File: src/rtl/cpu_branch_pkg.sv
// Shared encodings for the branch sequencer and the single-cycle CPU condition path.
// Holds request kinds, branch-condition codes, FSM states and default widths.
package cpu_branch_pkg;

  localparam int DATA_W_DEF = 18;
  localparam int ADDR_W_DEF = 12;

  typedef enum logic [1:0] {
    KIND_STEP   = 2'b00,
    KIND_JUMP   = 2'b01,
    KIND_BRANCH = 2'b10,
    KIND_RSVD   = 2'b11
  } req_kind_e;

  typedef enum logic [2:0] {
    BR_EQ = 3'b000,
    BR_GT = 3'b001,
    BR_LT = 3'b010,
    BR_GE = 3'b011,
    BR_LE = 3'b100
  } br_choice_e;

  typedef enum logic [1:0] {
    ST_IDLE,
    ST_CMP,
    ST_RESOLVE,
    ST_FETCH
  } seq_state_e;

endpackage

File: src/rtl/branch_cond_eval.sv
// Combinational branch-condition evaluation from {zf,pf,nf} and the condition code.
// Codes outside BR_EQ..BR_LE never take the branch.
module branch_cond_eval
  import cpu_branch_pkg::*;
(
  input  logic [2:0] flags,
  input  logic [2:0] b_choice,
  output logic       cond
);

  logic zf, pf, nf;

  assign {zf, pf, nf} = flags;

  always_comb begin
    cond = 1'b0;
    case (b_choice)
      BR_EQ:   cond = zf;
      BR_GT:   cond = pf;
      BR_LT:   cond = nf;
      BR_GE:   cond = pf | zf;
      BR_LE:   cond = nf | zf;
      default: cond = 1'b0;
    endcase
  end

endmodule

File: src/rtl/branch_sequencer.sv
// Multi-cycle PC controller: accepts step/jump/branch requests, resolves them,
// updates the PC and handshakes the instruction fetch before going idle again.
//
// state      | meaning
// IDLE       | req_ready high, capture the next request
// CMP        | unsigned compare of captured operands into flags (branches only)
// RESOLVE    | evaluate condition, update pc, pulse taken/flush on redirect
// FETCH      | fetch_req high for pc until fetch_ack
module branch_sequencer
  import cpu_branch_pkg::*;
#(
  parameter int                DATA_W   = DATA_W_DEF,
  parameter int                ADDR_W   = ADDR_W_DEF,
  parameter logic [ADDR_W-1:0] RESET_PC = '0
) (
  input  logic              clk,
  input  logic              rst_n,
  input  logic              req_valid,
  output logic              req_ready,
  input  logic [1:0]        req_kind,
  input  logic [2:0]        b_choice,
  input  logic [DATA_W-1:0] op_a,
  input  logic [DATA_W-1:0] op_b,
  input  logic [ADDR_W-1:0] target,
  output logic [ADDR_W-1:0] pc,
  output logic              taken,
  output logic              flush,
  output logic              fetch_req,
  input  logic              fetch_ack,
  output logic [2:0]        flags
);

  seq_state_e        state, state_nxt;
  req_kind_e         kind_q;
  logic [2:0]        choice_q;
  logic [DATA_W-1:0] a_q, b_q;
  logic [ADDR_W-1:0] target_q;
  logic [2:0]        flags_q;
  logic              cap_en;
  logic              br_cond;
  logic              redirect;

  branch_cond_eval u_cond (
    .flags    (flags_q),
    .b_choice (choice_q),
    .cond     (br_cond)
  );

  always_comb begin
    redirect = 1'b0;
    case (kind_q)
      KIND_BRANCH: redirect = br_cond;
      KIND_JUMP:   redirect = 1'b1;
      default:     redirect = 1'b0;
    endcase
  end

  always_ff @(posedge clk or negedge rst_n) begin
    if (!rst_n) state <= ST_IDLE;
    else        state <= state_nxt;
  end

  always_comb begin
    state_nxt = state;
    req_ready = 1'b0;
    taken     = 1'b0;
    flush     = 1'b0;
    fetch_req = 1'b0;
    cap_en    = 1'b0;
    case (state)
      ST_IDLE: begin
        req_ready = 1'b1;
        if (req_valid) begin
          cap_en    = 1'b1;
          state_nxt = (req_kind == KIND_BRANCH) ? ST_CMP : ST_RESOLVE;
        end
      end
      ST_CMP:     state_nxt = ST_RESOLVE;
      ST_RESOLVE: begin
        taken     = redirect;
        flush     = redirect;
        state_nxt = ST_FETCH;
      end
      ST_FETCH: begin
        fetch_req = 1'b1;
        if (fetch_ack) state_nxt = ST_IDLE;
      end
      default: state_nxt = ST_IDLE;
    endcase
  end

  // Captured request fields stay frozen until the block is idle again.
  always_ff @(posedge clk or negedge rst_n) begin
    if (!rst_n) begin
      pc       <= RESET_PC;
      flags_q  <= 3'b000;
      kind_q   <= KIND_STEP;
      choice_q <= 3'b000;
      a_q      <= '0;
      b_q      <= '0;
      target_q <= '0;
    end else begin
      if (cap_en) begin
        kind_q   <= req_kind_e'(req_kind);
        choice_q <= b_choice;
        a_q      <= op_a;
        b_q      <= op_b;
        target_q <= target;
      end
      if (state == ST_CMP) flags_q <= {a_q == b_q, a_q > b_q, a_q < b_q};
      if (state == ST_RESOLVE) pc <= redirect ? target_q : pc + 1'b1;
    end
  end

  assign flags = flags_q;

endmodule

File: config.mk
export PLATFORM = sky130hd
export DESIGN_NAME = branch_sequencer
export DESIGN_NICKNAME = d
export VERILOG_FILES = /design/src/rtl/cpu_branch_pkg.sv /design/src/rtl/branch_cond_eval.sv /design/src/rtl/branch_sequencer.sv
export SDC_FILE = /design/constraint.sdc
export NUM_CORES = 1
export LEC_CHECK = 0
export ABC_AREA = 1
export BUFFER_PORTS_ARGS = -buffer_cell sky130_fd_sc_hd__buf_2
export CAP_MARGIN = 40
export CELL_PAD_IN_SITES_DETAIL_PLACEMENT = 0
export CELL_PAD_IN_SITES_GLOBAL_PLACEMENT = 2
export CORE_MARGIN = 3
export CORE_UTILIZATION = 30
export DETAILED_ROUTE_END_ITERATION = 10
export GPL_TIMING_DRIVEN = 0
export PLACE_DENSITY = 0.74
export SLEW_MARGIN = 20
export SYNTH_ARGS = -nofsm -noshare
export SYNTH_HDL_FRONTEND = slang
export SYNTH_SLANG_ARGS = --single-unit
File: constraint.sdc
create_clock -name clk -period 1.4 [get_ports clk]
set_input_delay 0.14 -clock clk [delete_from_list [all_inputs] [get_ports clk]]
set_output_delay 0.14 -clock clk [all_outputs]
set_load 0.005 [all_outputs]
==> flow_summary.yaml <==
routing:
  detail_route.vias_per_cell: 4.56
  drt_first_iter_violations: 81
  wl_um: 9340
  final_antenna_net_count: 0
  wl_per_cell_um: 14.2
  dr.pass1.iters: 5
  remaining_drc_errors: 0
  via_count: 3010
cells_and_area:
  seq_area_um2: 1750
  post-route-util: 0.442
  fillCellCount: 1152
  final_common_cell: "buf_2"
  drive_above_1_share: 0.439
  layout.nets: 594
  final_cell_mix: "buf_2 (75), dfrtp_1 (69), nand2_1 (51)"
  area_delta_synth_final_pct: 41.3
  multi_input_area_um2: 1940
  insertedDiodeCount: 0
cts:
  clk_pin_slew_ps: 60
  root_buffer: "clkbuf_16"
  clk_latency_ps: 340
  clockBufferDepth: 2
  cts_tree: "built"
  cts-buffers-inserted: 9
  cts.sinks: 70
  htree_levels: 3
global_routing:
  antenna_found_initial: 0
  grt_pass1_vias: 3111
  gr-total-overflow: 0
  grt_usage: 0.146
  grt_pass1_wl_um: 15000
  grt_max_degree: 42
synthesis:
  ys_warn_count: 0
  synthXorXnorAreaFrac: 0.0193
  syn_area_um2: 3640
  synth-seq-area-share: 0.482
  avgSynthCellArea_um2: 8.96
  synth_compound_area_frac: 0.0805
  synth.area.top_cells: "dfrtp_1 (48%), ha_1 (8.6%), nand2_1 (7.4%)"
  synth_cell_types: 32
  synthSimpleGateAreaFrac: 0.185
  syn_inst: 406
  syn-num-nets: 488
  synth_fa_ha_area_frac: 0.0860
  synthMuxAreaShare: 0.0650
  synth_top_family_by_area: "simple AND/OR/NAND/NOR gates"
  synth_area_leader_cell: "dfrtp_1"
  ys_ff_latch: 70
  synth_top_area_frac: 0.482
setup_path:
  critPathTopFamily: "flip-flops"
  end_kind: "primary output"
  path_buf_inv: 4
  critPathMaxFanout: 4
  critPathKind: "reg -> out"
  slowest_delay_ps: 400
  critPathArrivalTime_ps: 1520
  crit_chain: "ha_1 > inv_2 > nand3_2 > inv_2 > buf_6 > buf_6"
  startpoint_type: "flip-flop"
  cp_data_required_time_ps: 1260
  cpMaxStageDelayCell: "dfrtp_1"
timing:
  hold_violations: 0
  skew_ps: 7.37
  setup-violations-final: 16
  slew_viol_final: 0
  max_freq_ghz: 0.604
  worst_pin_slew_ps: 566
  rsz0062_at_grt: "yes"
  max-slew-margin-rel: 0.623
  period_minus_slack_ps: 1660
  fin_crit_sh: 1.18
  fin_hold_ws_ps: 31.6
  setup_slack_ps: -257
place:
  place_ws_ps: -316
  place_congestion: 0.758
  dp_hpwl_um: 6470
  numPortBuffers: 75
power:
  p_total_w: 0.0127
  leakagePower_nw: 2.61
  p_clk_frac: 0.195
  intPower_w: 0.00772
  ir_worst_vdd_mv: 0.850
  combPwrFrac: 0.514
  p_seq_frac: 0.292
  netSwitchingPower_w: 0.00498
  power_density_nw_per_um2: 2470
  swShare: 0.392
floorplan:
  row_count: 39
  die-height_um: 116
  die_area_um2: 13500
  die_w_um: 116
  start_util: 0.313
  io_pins: 76
  design.core.area_um2: 11600
run_status:
  status: "finished, violations left"
  violations: "setup timing"
min_path:
  hp-class: "in -> reg"
flow_run:
  cap_violations: 0
## flip-flops by register name, summed over array words and instances, names as in the netlist
signal / flops
a_q: 18
b_q: 18
pc: 12
target_q: 12
choice_q: 3
flags: 3
kind_q: 2
state: 2
## cell families after synthesis
kind of cell	after synthesis
compound gates	54
flops	70
simple gates	155
fa+ha+maj	25
xor+xnor	8
buf+inv	73
mux	21
## metrics by stage
step	setup TNS, ps	cell area (um2)	cells
global placement	-34640	4200	624
CTS	-1520	4780	654
floorplan	0	3650	406
detailed placement	-14630	4230	625
global route	-4980	5140	660
finish	-2380	5140	660
## power by group through the flow
stage	Clock, W	Combinational [W]	Sequential [W]
6_report	0.00247	0.00653	0.00370
5_1_grt	0.00262	0.00738	0.00383
4_1_cts	0.00254	0.00540	0.00365
3_5_place_dp	0	0.00463	0.00367
3_3_place_gp	0	0.00456	0.00364
2_1_floorplan	0	0.00338	0.00354
## layer usage
layer  wire, um  up-vias  track usage
met1       4320     1426        0.186
met3        369       11       0.0316
met5          0        -            0
met2       4500       60        0.237
met4        159        0       0.0657
li1           -     1513            -
## what timing repair did
action,4_1_cts,5_1_grt
gates resized for setup,45,75
pin swaps,10,27
setup endpoints to repair,70,51
hold buffers,1,0
buffers inserted,11,6
gates cloned,2,0
hold endpoints to repair,40,0
## area by class of cell
type                       instances  area share
clock inverter                     4      0.0136
tap                              143      0.0348
multi-input combinational        263       0.378
inverter                          58      0.0424
timing repair buffer              95       0.111
buffer                            15      0.0319
sequential                        70       0.341
clock buffer                      12      0.0480
## cells in the mapped netlist
library cell   n
buf_2          8
nor2_1        40
xnor2_1        1
nand3_1       27
o21ai_2        1
nand2_2        5
o22ai_1        1
o21bai_1       2
nor2_2         1
clkinv_1       1
nor3_1         2
and2_1         2
clkbuf_1       2
inv_1         54
nand4_1        3
buf_1          2
nand3b_1       1
o211ai_1       2
nand2_1       72
buf_6          1
xor2_1         7
inv_2          3
o21ai_0        6
a21oi_1       38
ha_1          25
o21a_1         2
nor3_4         2
buf_4          2
dfrtp_1       70
a22oi_1        1
o21ai_1        1
mux2_2        21
## worst paths after layout
path	start	endpoint	slack, ps	depth (start not counted)
worst min-delay path	op_a[13]	a_q[13]	30	2
max in group asynchronous	rst_n	pc[0]	480	3
worst min register to register	target_q[8]	pc[8]	500	2
worst max register to register	kind_q[1]	pc[8]	-240	9
worst max-delay path	kind_q[1]	taken	-260	6
min in group asynchronous	rst_n	target_q[5]	340	2
Note: power is estimated with default switching activity, not from simulation.
